[config.mk]
export PLATFORM = sky130hd
export DESIGN_NAME = iambic_keyer
export DESIGN_NICKNAME = d
export VERILOG_FILES = /design/src/rtl/keyer_pkg.sv /design/src/rtl/keyer_debounce.sv /design/src/rtl/iambic_keyer.sv
export SDC_FILE = /design/constraint.sdc
export NUM_CORES = 1
export LEC_CHECK = 0
export CAP_MARGIN = 20
export CORE_UTILIZATION = 62
export CTS_CLUSTER_SIZE = 14
export DETAILED_ROUTE_END_ITERATION = 6
export GPL_TIMING_DRIVEN = 0
export PLACE_DENSITY = 0.8
export REMOVE_ABC_BUFFERS = 1
export SLEW_MARGIN = 20
export SYNTH_ARGS = -nofsm -noshare
export SYNTH_HDL_FRONTEND = slang
export SYNTH_SLANG_ARGS = --single-unit
export TNS_END_PERCENT = 10
[constraint.sdc]
create_clock -name IF_clk -period 4.14 [get_ports IF_clk]
set_input_delay 0.621 -clock IF_clk [delete_from_list [all_inputs] [get_ports IF_clk]]
set_output_delay 0.621 -clock IF_clk [all_outputs]
set_load 0.01 [all_outputs]
[src/rtl/keyer_pkg.sv]
// keyer_pkg: shared types and constants for the iambic keyer.
//   keyer_state_e : FSM state encoding (IDLE, DOT, DASH, GAP)
//   ACC_LIMIT     : unit-timer accumulator threshold (1200 = ms per unit at 1 WPM)
//   WPM_MIN/MAX   : legal speed range; out-of-range speeds are clamped
//   DASH_UNITS    : dash length in units
//   clamp_wpm()   : saturates a raw 6-bit speed setting into WPM_MIN..WPM_MAX
package keyer_pkg;

  typedef enum logic [1:0] {
    IDLE = 2'd0,
    DOT  = 2'd1,
    DASH = 2'd2,
    GAP  = 2'd3
  } keyer_state_e;

  localparam int ACC_LIMIT  = 1200;
  localparam int WPM_MIN    = 5;
  localparam int WPM_MAX    = 60;
  localparam int DASH_UNITS = 3;

  function automatic logic [5:0] clamp_wpm(input logic [5:0] w);
    if (w < 6'(WPM_MIN)) begin
      return 6'(WPM_MIN);
    end else if (w > 6'(WPM_MAX)) begin
      return 6'(WPM_MAX);
    end else begin
      return w;
    end
  endfunction

endpackage

[src/rtl/keyer_debounce.sv]
// keyer_debounce: 2-FF synchroniser followed by a stable-time debouncer.
//   clk_i   : clock
//   rst_ni  : asynchronous active-low reset (output reads released = 1)
//   tick_i  : 1 ms strobe, one clock wide
//   raw_i   : asynchronous raw pin level
//   level_o : debounced level; follows the synchronised level only after it
//             has differed from the current output for DEBOUNCE_MS ticks in a row
module keyer_debounce #(
  parameter int DEBOUNCE_MS = 4
) (
  input  logic clk_i,
  input  logic rst_ni,
  input  logic tick_i,
  input  logic raw_i,
  output logic level_o
);

  localparam int CW = $clog2(DEBOUNCE_MS + 1);

  logic          sync1_q, sync2_q;
  logic          level_q, level_d;
  logic [CW-1:0] cnt_q, cnt_d;

  always_ff @(posedge clk_i or negedge rst_ni) begin
    if (!rst_ni) begin
      sync1_q <= 1'b1;
      sync2_q <= 1'b1;
      level_q <= 1'b1;
      cnt_q   <= '0;
    end else begin
      sync1_q <= raw_i;
      sync2_q <= sync1_q;
      level_q <= level_d;
      cnt_q   <= cnt_d;
    end
  end

  // Any cycle where the input agrees with the accepted level restarts the
  // count, so only an uninterrupted run of ticks can flip the output.
  always_comb begin
    cnt_d   = cnt_q;
    level_d = level_q;
    if (sync2_q == level_q) begin
      cnt_d = '0;
    end else if (tick_i) begin
      if (cnt_q == CW'(DEBOUNCE_MS - 1)) begin
        level_d = sync2_q;
        cnt_d   = '0;
      end else begin
        cnt_d = cnt_q + CW'(1);
      end
    end
  end

  assign level_o = level_q;

endmodule

[src/rtl/iambic_keyer.sv]
// iambic_keyer: iambic A/B CW keyer with paddle debouncing and sidetone.
//   IF_clk        : clock
//   extreset      : asynchronous active-low reset
//   enable        : low forces the keyer idle on the next cycle
//   mode_b        : 1 = iambic B (element memories), 0 = iambic A
//   reverse       : swap dot and dash paddles
//   wpm           : speed in words per minute, clamped to 5..60
//   paddle_dot_n  : raw dot paddle, active low
//   paddle_dash_n : raw dash paddle, active low
//   cwkey_o       : key down when high
//   sidetone      : square wave while keyed, low otherwise
//   busy          : FSM is not idle
module iambic_keyer
  import keyer_pkg::*;
#(
  parameter int CLK_FREQ    = 73728000,
  parameter int DEBOUNCE_MS = 4,
  parameter int SIDETONE_HZ = 600
) (
  input  logic       IF_clk,
  input  logic       extreset,
  input  logic       enable,
  input  logic       mode_b,
  input  logic       reverse,
  input  logic [5:0] wpm,
  input  logic       paddle_dot_n,
  input  logic       paddle_dash_n,
  output logic       cwkey_o,
  output logic       sidetone,
  output logic       busy
);

  localparam int MS_DIV   = CLK_FREQ / 1000;
  localparam int HALF_PER = CLK_FREQ / (2 * SIDETONE_HZ);
  localparam int MSW      = $clog2(MS_DIV + 1);
  localparam int TW       = $clog2(HALF_PER + 1);

  logic [MSW-1:0] ms_cnt_q, el_cnt_q, el_cnt_d;
  logic           ms_tick, el_tick, unit_tick;
  logic           dot_lvl, dash_lvl, dot_p, dash_p, dot_req, dash_req;
  keyer_state_e   state_q, state_d;
  logic           last_dash_q, last_dash_d;
  logic           dot_mem_q, dot_mem_d, dash_mem_q, dash_mem_d;
  logic [10:0]    acc_q, acc_d, acc_wrap;
  logic [11:0]    acc_sum;
  logic [1:0]     units_q, units_d;
  logic           go_elem, go_dash, key_d, cwkey_q;
  logic [TW-1:0]  tone_cnt_q, tone_cnt_d;
  logic           tone_q, tone_d;
  logic [5:0]     wpm_c;

  // Free-running 1 ms strobe for the debouncers.
  assign ms_tick = (ms_cnt_q == MSW'(MS_DIV - 1));

  always_ff @(posedge IF_clk or negedge extreset) begin
    if (!extreset) begin
      ms_cnt_q <= '0;
    end else begin
      ms_cnt_q <= ms_tick ? '0 : ms_cnt_q + MSW'(1);
    end
  end

  keyer_debounce #(.DEBOUNCE_MS(DEBOUNCE_MS)) u_deb_dot (
    .clk_i(IF_clk), .rst_ni(extreset), .tick_i(ms_tick),
    .raw_i(paddle_dot_n), .level_o(dot_lvl)
  );

  keyer_debounce #(.DEBOUNCE_MS(DEBOUNCE_MS)) u_deb_dash (
    .clk_i(IF_clk), .rst_ni(extreset), .tick_i(ms_tick),
    .raw_i(paddle_dash_n), .level_o(dash_lvl)
  );

  assign dot_p    = reverse ? ~dash_lvl : ~dot_lvl;
  assign dash_p   = reverse ? ~dot_lvl  : ~dash_lvl;
  assign dot_req  = dot_p  | dot_mem_q;
  assign dash_req = dash_p | dash_mem_q;

  // Unit timer: a separate ms prescaler that is re-phased at element start,
  // so the first unit of every element is full length.
  assign wpm_c     = clamp_wpm(wpm);
  assign el_tick   = (el_cnt_q == MSW'(MS_DIV - 1));
  assign acc_sum   = {1'b0, acc_q} + {6'd0, wpm_c};
  assign acc_wrap  = acc_sum[10:0] - 11'(ACC_LIMIT);
  assign unit_tick = el_tick && (acc_sum >= 12'(ACC_LIMIT));

  always_comb begin
    state_d     = state_q;
    last_dash_d = last_dash_q;
    dot_mem_d   = dot_mem_q;
    dash_mem_d  = dash_mem_q;
    acc_d       = acc_q;
    units_d     = units_q;
    el_cnt_d    = el_tick ? '0 : el_cnt_q + MSW'(1);
    go_elem     = 1'b0;
    go_dash     = 1'b0;

    if (el_tick) acc_d = unit_tick ? acc_wrap : acc_sum[10:0];
    if (unit_tick) units_d = units_q + 2'd1;

    case (state_q)
      IDLE: begin
        // Dot wins a simultaneous press.
        go_elem = dot_p | dash_p;
        go_dash = ~dot_p;
      end
      DOT: begin
        if (mode_b && dash_p) dash_mem_d = 1'b1;
        if (unit_tick) begin
          state_d     = GAP;
          last_dash_d = 1'b0;
        end
      end
      DASH: begin
        if (mode_b && dot_p) dot_mem_d = 1'b1;
        if (unit_tick && units_q == 2'(DASH_UNITS - 1)) begin
          state_d     = GAP;
          last_dash_d = 1'b1;
        end
      end
      GAP: begin
        if (mode_b && last_dash_q && dot_p) dot_mem_d = 1'b1;
        if (mode_b && !last_dash_q && dash_p) dash_mem_d = 1'b1;
        if (unit_tick) begin
          // Alternation takes priority over repeating the same element.
          if (last_dash_q ? dot_req : dash_req) begin
            go_elem = 1'b1;
            go_dash = ~last_dash_q;
          end else if (last_dash_q ? dash_req : dot_req) begin
            go_elem = 1'b1;
            go_dash = last_dash_q;
          end else begin
            state_d = IDLE;
          end
        end
      end
      default: state_d = IDLE;
    endcase

    if (go_elem) begin
      state_d    = go_dash ? DASH : DOT;
      acc_d      = '0;
      el_cnt_d   = '0;
      units_d    = '0;
      dot_mem_d  = 1'b0;
      dash_mem_d = 1'b0;
    end

    if (!enable) begin
      state_d    = IDLE;
      dot_mem_d  = 1'b0;
      dash_mem_d = 1'b0;
    end

    key_d = (state_d == DOT) || (state_d == DASH);
  end

  // Sidetone follows the next key state so it falls on the same edge as the
  // key; it only counts once the key is actually down, giving a full first
  // half-period.
  always_comb begin
    tone_cnt_d = tone_cnt_q;
    tone_d     = tone_q;
    if (!key_d) begin
      tone_cnt_d = '0;
      tone_d     = 1'b0;
    end else if (cwkey_q) begin
      if (tone_cnt_q == TW'(HALF_PER - 1)) begin
        tone_cnt_d = '0;
        tone_d     = ~tone_q;
      end else begin
        tone_cnt_d = tone_cnt_q + TW'(1);
      end
    end
  end

  always_ff @(posedge IF_clk or negedge extreset) begin
    if (!extreset) begin
      state_q     <= IDLE;
      last_dash_q <= 1'b0;
      dot_mem_q   <= 1'b0;
      dash_mem_q  <= 1'b0;
      acc_q       <= '0;
      units_q     <= '0;
      el_cnt_q    <= '0;
      cwkey_q     <= 1'b0;
      tone_cnt_q  <= '0;
      tone_q      <= 1'b0;
    end else begin
      state_q     <= state_d;
      last_dash_q <= last_dash_d;
      dot_mem_q   <= dot_mem_d;
      dash_mem_q  <= dash_mem_d;
      acc_q       <= acc_d;
      units_q     <= units_d;
      el_cnt_q    <= el_cnt_d;
      cwkey_q     <= key_d;
      tone_cnt_q  <= tone_cnt_d;
      tone_q      <= tone_d;
    end
  end

  assign cwkey_o  = cwkey_q;
  assign sidetone = tone_q;
  assign busy     = (state_q != IDLE);

endmodule
==> Word level (Yosys, flattened, before mapping) <==
Index checks and enable logic that the tools add are counted.
{ "op_classes": {"add_sub_neg": 8, "n_bitwise": 10, "n_div": 0, "shift": 0, "muxes": 56, "n_lt_le_gt_ge": 3, "reduce_logical": 23, "multipliers": 0, "n_eq_ne": 23} }
{ "ops": {"columns": ["operator", "count"], "rows": [
  ["17-bit two-way mux", 3],
  ["16-bit two-way mux", 3],
  ["17-bit by 1-bit adder with 17-bit output, second input constant", 2],
  ["17-bit == test, second input constant", 2],
  ["11-bit two-way mux", 3],
  ["1-bit two-way mux", 23],
  ["2-bit two-way mux", 10],
  ["3-bit two-way mux", 6],
  ["16-bit by 1-bit adder with 16-bit output, second input constant", 1],
  ["16-bit == test, second input constant", 1],
  ["4-bit inequality test, second input constant", 4],
  ["3-bit AND reduction", 5],
  ["11-bit by 6-bit adder with 12-bit output", 1],
  ["12-bit by 11-bit >= comparator with 1-bit output, second input constant", 1],
  ["6-bit two-way mux", 2],
  ["2-bit nonzero test", 6],
  ["11-bit subtractor, second input constant", 1],
  ["1-bit one-hot mux with 2 select lines", 5],
  ["2-bit == test, second input constant", 4],
  ["1-bit logical AND", 8],
  ["4-bit by 1-bit inequality test with 1-bit output, second input constant", 2],
  ["1-bit NOT", 7],
  ["3-bit by 1-bit adder with 3-bit output, second input constant", 2],
  ["3-bit by 2-bit == test with 1-bit output, second input constant", 2],
  ["other kinds (13)", 19]
]} }
{ "word_totals": {"ram_bits": 0, "romBits": 0, "regBits": 82, "latch_bits": 0, "mem_count": 0, "elab_cells": 142, "output_inout_bits": 3, "input_bits": 13} }

==> Depth between registers and ports, before layout <==
Gate-level depths: netlist of run 1.
{ "depth": {"word_depth": 15, "depth_mapped": 20} }

==> Hierarchy <==
A second synthesis of run 1 with hierarchy kept.
{ "hier_totals": {"cells_unflattened": 496, "area_unflattened_um2": 4782.1} }
{ "modules_own_cells": {"columns": ["module", "area_each_um2", "instances", "seq_area_each_um2", "cells_each"], "rows": [
  ["iambic_keyer", 4284.1, 1, 1751.7, 458],
  ["keyer_debounce", 249.0, 2, 153.9, 19]
]} }

==> Least setup slack after synthesis of run 1 <==
Ideal clock, no wire load.
{ "synth_path": {"path_type": "input port to flip-flop", "start": "in wpm[1]", "end": "reg acc_q[8]", "stages": 18, "arrival_ns": 3.874, "n_path_buf": 0, "setup_time_ns": 0.125, "path_slack_ns": 0.142, "path_cell_list": "a211oi_1 nor2_1 a21oi_1 ha_1 inv_1 fa_1 nor2b_4 o21a_1 nor2_1 xnor2_1 ha_1 nand2b_1 a21oi_1 a221o_1 a21oi_1 nor2_2 o31ai_1 mux2_2"} }
{ "synth_via": {"elab_chain_cells": 9, "elab_cells_between_ends": 14, "classes_between": "add/sub: 2; order compare: 3; mux: 7; reduce/logical: 2"} }
{ "synth_rtl": {"columns": ["element", "line", "source"], "rows": [
  ["from (decl)", "iambic_keyer.sv:25", "input logic [5:0] wpm,"],
  ["6-bit > comparator", "keyer_pkg.sv:24", "end else if (w > 6'(WPM_MAX)) begin"],
  ["6-bit two-way mux", "keyer_pkg.sv:24", null],
  ["6-bit two-way mux (*)", "keyer_pkg.sv:22", "if (w < 6'(WPM_MIN)) begin"],
  ["11-bit by 6-bit adder with 12-bit output (*)", "iambic_keyer.sv:82", "assign acc_sum = {1'b0, acc_q} + {6'd0, wpm_c};"],
  ["12-bit by 11-bit >= comparator with 1-bit output", "iambic_keyer.sv:84", "assign unit_tick = el_tick && (acc_sum >= 12'(ACC_LIMIT));"],
  ["1-bit logical AND", "iambic_keyer.sv:84", null],
  ["1-bit two-way mux / 11-bit two-way mux (equally long branches)", "iambic_keyer.sv:123, iambic_keyer.sv:97", null],
  ["1-bit one-hot mux with 2 select lines / 11-bit two-way mux (equally long branches)", "iambic_keyer.sv:100, iambic_keyer.sv:97", null],
  ["11-bit two-way mux / 2-bit nonzero test (equally long branches)", null, null],
  ["to (signal assigned)", "iambic_keyer.sv:182", "acc_q <= '0;"],
  ["to (signal assigned)", "iambic_keyer.sv:193", "acc_q <= acc_d;"],
  ["to (decl)", "iambic_keyer.sv:44", "logic [10:0] acc_q, acc_d, acc_wrap;"]
]} }
Mark *: on every way between the ends. The rest lies on a longest branch, timed or not. The select of a mux whose other input is x is not followed.
A chain may end at the register's enable or synchronous reset.

==> Final worst setup path of run 1 <==
{ "layout_path": {"start": "in wpm[2]", "end": "reg acc_q[8]"} }
The elaborated chain is that of the path after synthesis.

==> out/qor.csv, run 1 <==
stage;metric;value;unit
synthesis;register bit total from synthesis;82;
synthesis;Post-Synthesis Cells;533;
synthesis;Synth area leaders;dfrtp_1 (39%), nor2_1 (7.0%), xnor2_1 (4.9%);
power_and_ir_drop;sequential power share;42.9;%
worst_setup_path;FF-to-FF path depth;11;
detailed_routing;via/cell ratio;6.04;
floorplanning;core area;7410;µm²
synthesis;Async S/R FF share, synth;100;%
timing;setup TNS;0;ps
power_and_ir_drop;Int Power;1.34;mW
worst_setup_path;Crit path largest cell delay;410;ps
synthesis;Avg Inst Size Synth;9.08;µm²
floorplanning;chip width;90.4;µm
global_routing;vias in the first global route;3958;
timing;RSZ-0062 raised after global routing;no;
worst_setup_path;Crit Path Max Fanout;5;
timing;Setup violations, final;0;
timing;clock skew;8.33;ps
floorplanning;Die Y;90.4;µm
worst_setup_path;r2r setup slk;500;ps
placed_design;DP HPWL;6590;µm
synthesis;Synth Warn #;0;
clock_network;clock root buffer;clkbuf_8;
timing;Least-Margin Pin Slew;1040;ps
timing;Final Max Tran Viols;0;
synthesis;Synth Flop Type;dfrtp_1;
worst_setup_path;CP delay by family, top;compound AO/OA/AOI/OAI gates;
timing;Fmax achieved;251;MHz
worst_setup_path;Critical Path RT;4390;ps
power_and_ir_drop;Switching Fraction;33.5;%
timing;Max-slew headroom;30.2;%
layout;fillers;526;
clock_network;total CTS buffers;9;
worst_setup_path;critical path's most frequent cell;a21oi_2;
layout;register area;2060;µm²
clock_network;CTS clk-pin slew, worst paths;90;ps
layout;Multi-input gate area;2760;µm²
layout;n_diodes;0;
power_and_ir_drop;Pleak;2.34;nW
worst_setup_path;WS Path Type;in -> reg;
timing;Fin. Hold Viols;0;
layout;layout cell share with drive strength beyond 1;13.5;%
global_routing;initial antenna violation count;0;
detailed_routing;WL final;10400;µm
power_and_ir_drop;Clock Power Share;29.7;%
global_routing;global route overflow;0;
clock_network;Clock Sinks;82;
synthesis;Post-synth EDFFs;0;
clock_network;TritonCTS clock tree;done;
power_and_ir_drop;Psw;0.677;mW
global_routing;first-pass GRT wire length;17500;µm
flow_run;# Max-Cap Violations;0;
floorplanning;die area;8160;µm²
layout;most frequent cells in the layout;nor2_1 (90), dfrtp_1 (76), nand2_1 (48);
layout;Area growth, synth to finish;13.9;%
placed_design;IO Port Bufs;15;
detailed_routing;First-pass DRT Iterations;5;
layout;commonest non-fill, non-tap cell in the layout;nor2_1;
worst_setup_path;CP endpoint kind;flip-flop;
detailed_routing;DR iter-0 viols;225;
synthesis;register area share after synthesis;42.5;%
worst_setup_path;startpoint types;input pin;
worst_setup_path;CP bufs+invs;2;
synthesis;Post-Syn Area;4840;µm²
global_routing;largest net degree at the start of global routing;57;
outcome;status;completed;
detailed_routing;Post-route DRC;0;
layout;final core utilization;74.4;%
detailed_routing;drt wl/cell;15.7;µm
timing;Final period util;96.2;%
floorplanning;IO Count;16;
min_path;Worst Hold Class;in -> async;
power_and_ir_drop;PwrDens;367;nW/µm²
power_and_ir_drop;maximum vdd drop;0.347;mV
power_and_ir_drop;combinational power share;27.4;%
worst_setup_path;reg-to-reg endpoint;tone_cnt_q[1];
floorplanning;Initial Util;65.3;%
worst_setup_path;worst setup path startpoint;wpm[2];
detailed_routing;antenna viol nets, final;0;
detailed_routing;via count;3993;
floorplanning;Rows;31;
clock_network;H-tree depth;3;
clock_network;clock latency on the worst-skew pair;360;ps
worst_setup_path;slowest cell on the critical path;fa_2;
global_routing;total track usage;26.4;%
worst_setup_path;cell chain of the critical path;dlymetal6s2s_1 > a211oi_2 > nor2_1 > a21oi_2 > ha_2 > inv_2 > fa_2 > nor2b_4 > o21a_1 > nor2_1 > xnor2_2 > ha_2 > nand2b_4 > a21oi_2 > a221o_1 > a21oi_2 > nor2_4 > o31ai_4 > mux2_4;
worst_setup_path;CP arrival;4240;ps
layout;Layout Nets;588;
clock_network;Longest Clk Path Bufs;2;
synthesis;area leader, netlist;dfrtp_1;
timing;min Tclk post-route;3980;ps
synthesis;Cell variety after synth;68;
worst_setup_path;worst r2r src;el_cnt_q[0];
synthesis;Synth top area share;39.3;%
placed_design;GPL Wtd Cong;0.869;
## cell families after synthesis
logic type / count (synthesis) / synth area share [%]
DFF: 82 / 42.5
muxes: 13 / 2.79
adders and majority gates: 18 / 4.81
AOI/OAI and AO/OA: 90 / 12.8
buffers and inverters: 31 / 3.33
xor gates and xnor gates: 52 / 9.41
and+or+nand+nor: 247 / 24.3
## through the flow
step	instances	total power [mW]	worst slack, ps	hold WS [ps]	instance area (µm²)
3_5_place_dp	631	1.26	-1460	348	5030
4_1_cts	655	1.99	8.46	167	5370
6_report	661	2.02	157	157	5510
2_1_floorplan	516	1.12	-27.0	325	4730
3_3_place_gp	630	1.24	-1350	346	5010
5_1_grt	661	2.11	32.1	194	5510
## registers in the layout, indices dropped and copies added (netlist names)
name and count:
dash_mem_q 1, last_dash_q 1, u_deb_dash.sync1_q 1, ms_cnt_q 17, u_deb_dash.level_o 1, u_deb_dot.level_o 1, u_deb_dot.sync2_q 1, u_deb_dot.cnt_q 3
u_deb_dot.sync1_q 1, u_deb_dash.cnt_q 3, state_q 2, u_deb_dash.sync2_q 1, acc_q 11, el_cnt_q 17, units_q 2, cwkey_o 1
sidetone 1, dot_mem_q 1, tone_cnt_q 16
## cell usage after synthesis (2+ instances only)
cell       n
nor2_1    90
and3_1     9
xnor2_1   27
or3_1      2
nor4_1     2
buf_4      2
nand3_1   34
mux2i_1    9
or2_2      3
nand4_1    7
nand2_1   49
o22ai_1    2
dfstp_2    6
o21ai_0   10
nand2b_1   6
a21oi_2    2
a211oi_1   4
a31oi_1    6
o21a_1     3
or4_1      2
nor4b_1    3
buf_6      4
mux2_2     4
a22oi_1    2
a211oi_2   3
o211ai_1   3
buf_2      2
xor2_1    25
ha_1      17
a21o_1     2
a21oi_1   26
o31ai_1    6
nor3_1    20
clkbuf_1   8
or2_0      2
dfrtp_1   76
o22a_1     2
inv_1     14
o21ai_1    4
nor2b_1    7
## layout make-up
type	instances	share of cell area (%)
clock buffers	10	2.32
clock inverters	6	1.36
inverters	14	0.953
multi-input cells	421	50.0
flip-flops and latches	82	37.4
well taps	99	2.25
repair buffers	29	5.77
## worst max path at each step
stage,cells past startpoint,slack [ps],to
floorplan,18,-30,el_cnt_q[10]
detailed placement,19,-1460,sidetone
global route,19,30,acc_q[8]
finish,19,160,acc_q[8]
CTS,17,8,acc_q[8]
global placement,19,-1350,tone_cnt_q[0]
## power by group through the flow
stage | Combinational (mW) | Sequential, mW | Clock (mW)
after floorplan | 0.247 | 0.875 | 0
after global placement | 0.363 | 0.878 | 0
after detailed placement | 0.380 | 0.879 | 0
after CTS | 0.508 | 0.864 | 0.615
after global routing | 0.594 | 0.870 | 0.642
final | 0.554 | 0.866 | 0.601
## metal layers
layer	wire [µm]	global-route usage, %
met5	0	0
met4	257	11.3
met3	368	5.64
met2	5110	44.3
met1	4650	33.0
## repair_timing
| item | 4_1_cts | 5_1_grt |
|---|---|---|
| resized for setup | 11 | 21 |
| endpoints found under the setup margin | 53 | 53 |
| setup buffers | 7 | 6 |
| hold buffers | 0 | 0 |
| pin swaps | 7 | 12 |
| cloned | 1 | 0 |
No activity file was read; power rests on OpenSTA's default activity.
==> run 2: changes to the inputs <==
Settings changed: CORE_UTILIZATION 62 to 65, CTS_BUF_LIST from default to sky130_fd_sc_hd__clkbuf_8, CTS_CLUSTER_DIAMETER from default to 100, PLACE_DENSITY 0.8 to 0.84.
Clock period 4.14 ns to 4.7 ns, I/O delays scaled along.
==> out/qor.csv, run 2 (synthesized netlist as in run 1, its figures left out) <==
stage;metric;value;unit;change
worst_setup_path;worst r2r src;acc_q[0];;
timing;clock skew;13.6;ps;+5.25 ps
worst_setup_path;Crit Path Max Fanout;18;;+13
detailed_routing;highest routed layer;met4;;
clock_network;Longest Clk Path Bufs;2;;unchanged
worst_setup_path;CP arrival;4740;ps;+500 ps
clock_network;H-tree depth;3;;unchanged
worst_setup_path;startpoint types;input pin;;
placed_design;IO Port Bufs;15;;unchanged
detailed_routing;antenna viol nets, final;0;;unchanged
layout;layout cell share with drive strength beyond 1;9.93;%;-3.6 points
timing;Fmax achieved;223;MHz;
power_and_ir_drop;Final Power;1.72;mW;-15%
timing;Final period util;95.5;%;
detailed_routing;via/cell ratio;6.00;;-0.70%
detailed_routing;met3 routed WL;328;µm;-11%
layout;n_diodes;0;;unchanged
floorplanning;die area;7800;µm²;-4.5%
global_routing;largest net degree at the start of global routing;46;;-19%
clock_network;Clock Sinks;82;;unchanged
global_routing;initial antenna violation count;0;;unchanged
floorplanning;IO Count;16;;unchanged
worst_setup_path;WS Path Type;in -> reg;;
clock_network;CTS clk-pin slew, worst paths;90;ps;about the same
timing;Fin. Hold Viols;0;;unchanged
layout;final core utilization;74.4;%;about the same
timing;Final Max Tran Viols;0;;unchanged
layout;register area;2060;µm²;unchanged
global_routing;vias in the first global route;3660;;-7.5%
power_and_ir_drop;PwrDens;321;nW/µm²;-12%
layout;most frequent cells in the layout;nor2_1 (90), dfrtp_1 (76), nand2_1 (49);;
layout;Layout Nets;580;;-1.4%
layout;Top Registers;el_cnt_q x17, ms_cnt_q x17, tone_cnt_q x16;;
clock_network;TritonCTS clock tree;done;;
floorplanning;Die Y;88.3;µm;-2.3%
clock_network;clock root buffer;clkbuf_8;;
detailed_routing;Post-route DRC;0;;unchanged
detailed_routing;via count;3917;;-1.9%
worst_setup_path;CP endpoint kind;flip-flop;;
global_routing;first-pass GRT wire length;15900;µm;-9.2%
worst_setup_path;Critical Path RT;4950;ps;+560 ps
placed_design;Cell Count Post-Placement;631;;unchanged
outcome;status;completed;;
timing;Max-slew headroom;36.6;%;+6.4 points
timing;Least-Margin Pin Slew;949;ps;-95.4 ps
global_routing;global route overflow;0;;unchanged
layout;Post-Layout Cell Count;653;;-1.2%
layout;Area growth, synth to finish;10.9;%;
placed_design;GPL Wtd Cong;0.866;;-0.43%
clock_network;hold buffer count at CTS;0;;unchanged
worst_setup_path;FF-to-FF path depth;17;;+6
detailed_routing;DR iter-0 viols;310;;+38%
layout;Multi-input gate area;2690;µm²;-2.4%
flow_run;# Max-Cap Violations;0;;unchanged
worst_setup_path;r2r setup slk;1130;ps;+630 ps
timing;Setup violations, final;0;;unchanged
placed_design;DP HPWL;6600;µm;about the same
detailed_routing;WL final;9690;µm;-6.7%
timing;WHS;303;ps;+146 ps
clock_network;total CTS buffers;9;;unchanged
detailed_routing;First-pass DRT Iterations;5;;unchanged
detailed_routing;met2 routed WL;4890;µm;-4.2%
min_path;Worst Hold Class;in -> async;;
layout;commonest non-fill, non-tap cell in the layout;nor2_1;;
floorplanning;Rows;31;;unchanged
power_and_ir_drop;Pleak;2.24;nW;-4.4%
layout;fillers;533;;+1.3%
floorplanning;core area;7210;µm²;-2.6%
floorplanning;Initial Util;67.1;%;+1.8 points
timing;min Tclk post-route;4490;ps;
power_and_ir_drop;maximum vdd drop;0.230;mV;-34%
detailed_routing;wire length on met1;4260;µm;-8.4%
worst_setup_path;reg-to-reg endpoint;tone_cnt_q[4];;
clock_network;clock latency on the worst-skew pair;350;ps;about the same
global_routing;total track usage;25.9;%;-0.47 points
detailed_routing;drt wl/cell;14.8;µm;-5.5%
floorplanning;chip width;88.3;µm;-2.3%
==> run 2: metal layers <==
| layer | vias to the layer above | track usage [%] |
|---|---|---|
| li1 | 1900 | - |
| met1 | 1887 | 33.1 |
| met2 | 100 | 44.8 |
| met3 | 30 | 3.45 |
| met4 | 0 | 10.1 |
| met5 | - | 0 |
==> run 2: layout make-up <==
type	count	share of cell area [%]
Tap cell	99	2.31
Multi-Input combinational cell	421	50.1
Sequential cell	82	38.4
Timing Repair Buffer	21	4.50
Clock buffer	10	2.56
Clock inverter	6	1.21
Inverter	14	0.979
==> run 2: metrics by stage <==
step                TNS [ps]  worst slack, ps  area [µm²]
global route            -723            -94.2        5370
floorplan                  0              449        4730
detailed placement    -39740             -980        5030
CTS                        0             8.55        5260
finish                     0              213        5370
global placement      -36380             -872        5010
==> run 2: worst max-delay path: stages <==
cell and delay [ps]:
clkdlybuf4s50_1 490, a211oi_1 260, nor2_1 70, a21oi_1 120, ha_1 240, inv_1 70
fa_1 430, nor2b_4 170, o21a_1 120, nor2_1 60, xnor2_2 250, ha_4 210
nand2b_1 140, a21oi_2 60, a221oi_1 330, o211ai_1 220, a21oi_4 220, buf_12 150
a21oi_4 40, buf_12 160, nor3_1 200
==> run 2: how the worst max path moves through the flow <==
stage            from             to  cells after the start
2_1_floorplan  wpm[1]   el_cnt_q[10]                     18
3_3_place_gp   wpm[3]  tone_cnt_q[4]                     19
3_5_place_dp   wpm[3]  tone_cnt_q[4]                     19
4_1_cts        wpm[3]  tone_cnt_q[4]                     19
5_1_grt        wpm[3]  tone_cnt_q[2]                     21
6_report       wpm[3]  tone_cnt_q[4]                     21
==> run 2: power breakdown <==
group	switching (mW)	internal (mW)	total (mW)
Sequential	0.0279	0.732	0.760
Combinational	0.267	0.173	0.440
Clock	0.264	0.260	0.524
Total	0.559	1.17	1.72
==> run 2: what timing repair did <==
item                       4_1_cts  5_1_grt
cloned                           1        0
buffers inserted                 0        4
pin swaps                        1        4
gates resized for setup          3        7
setup endpoints to repair       52       53
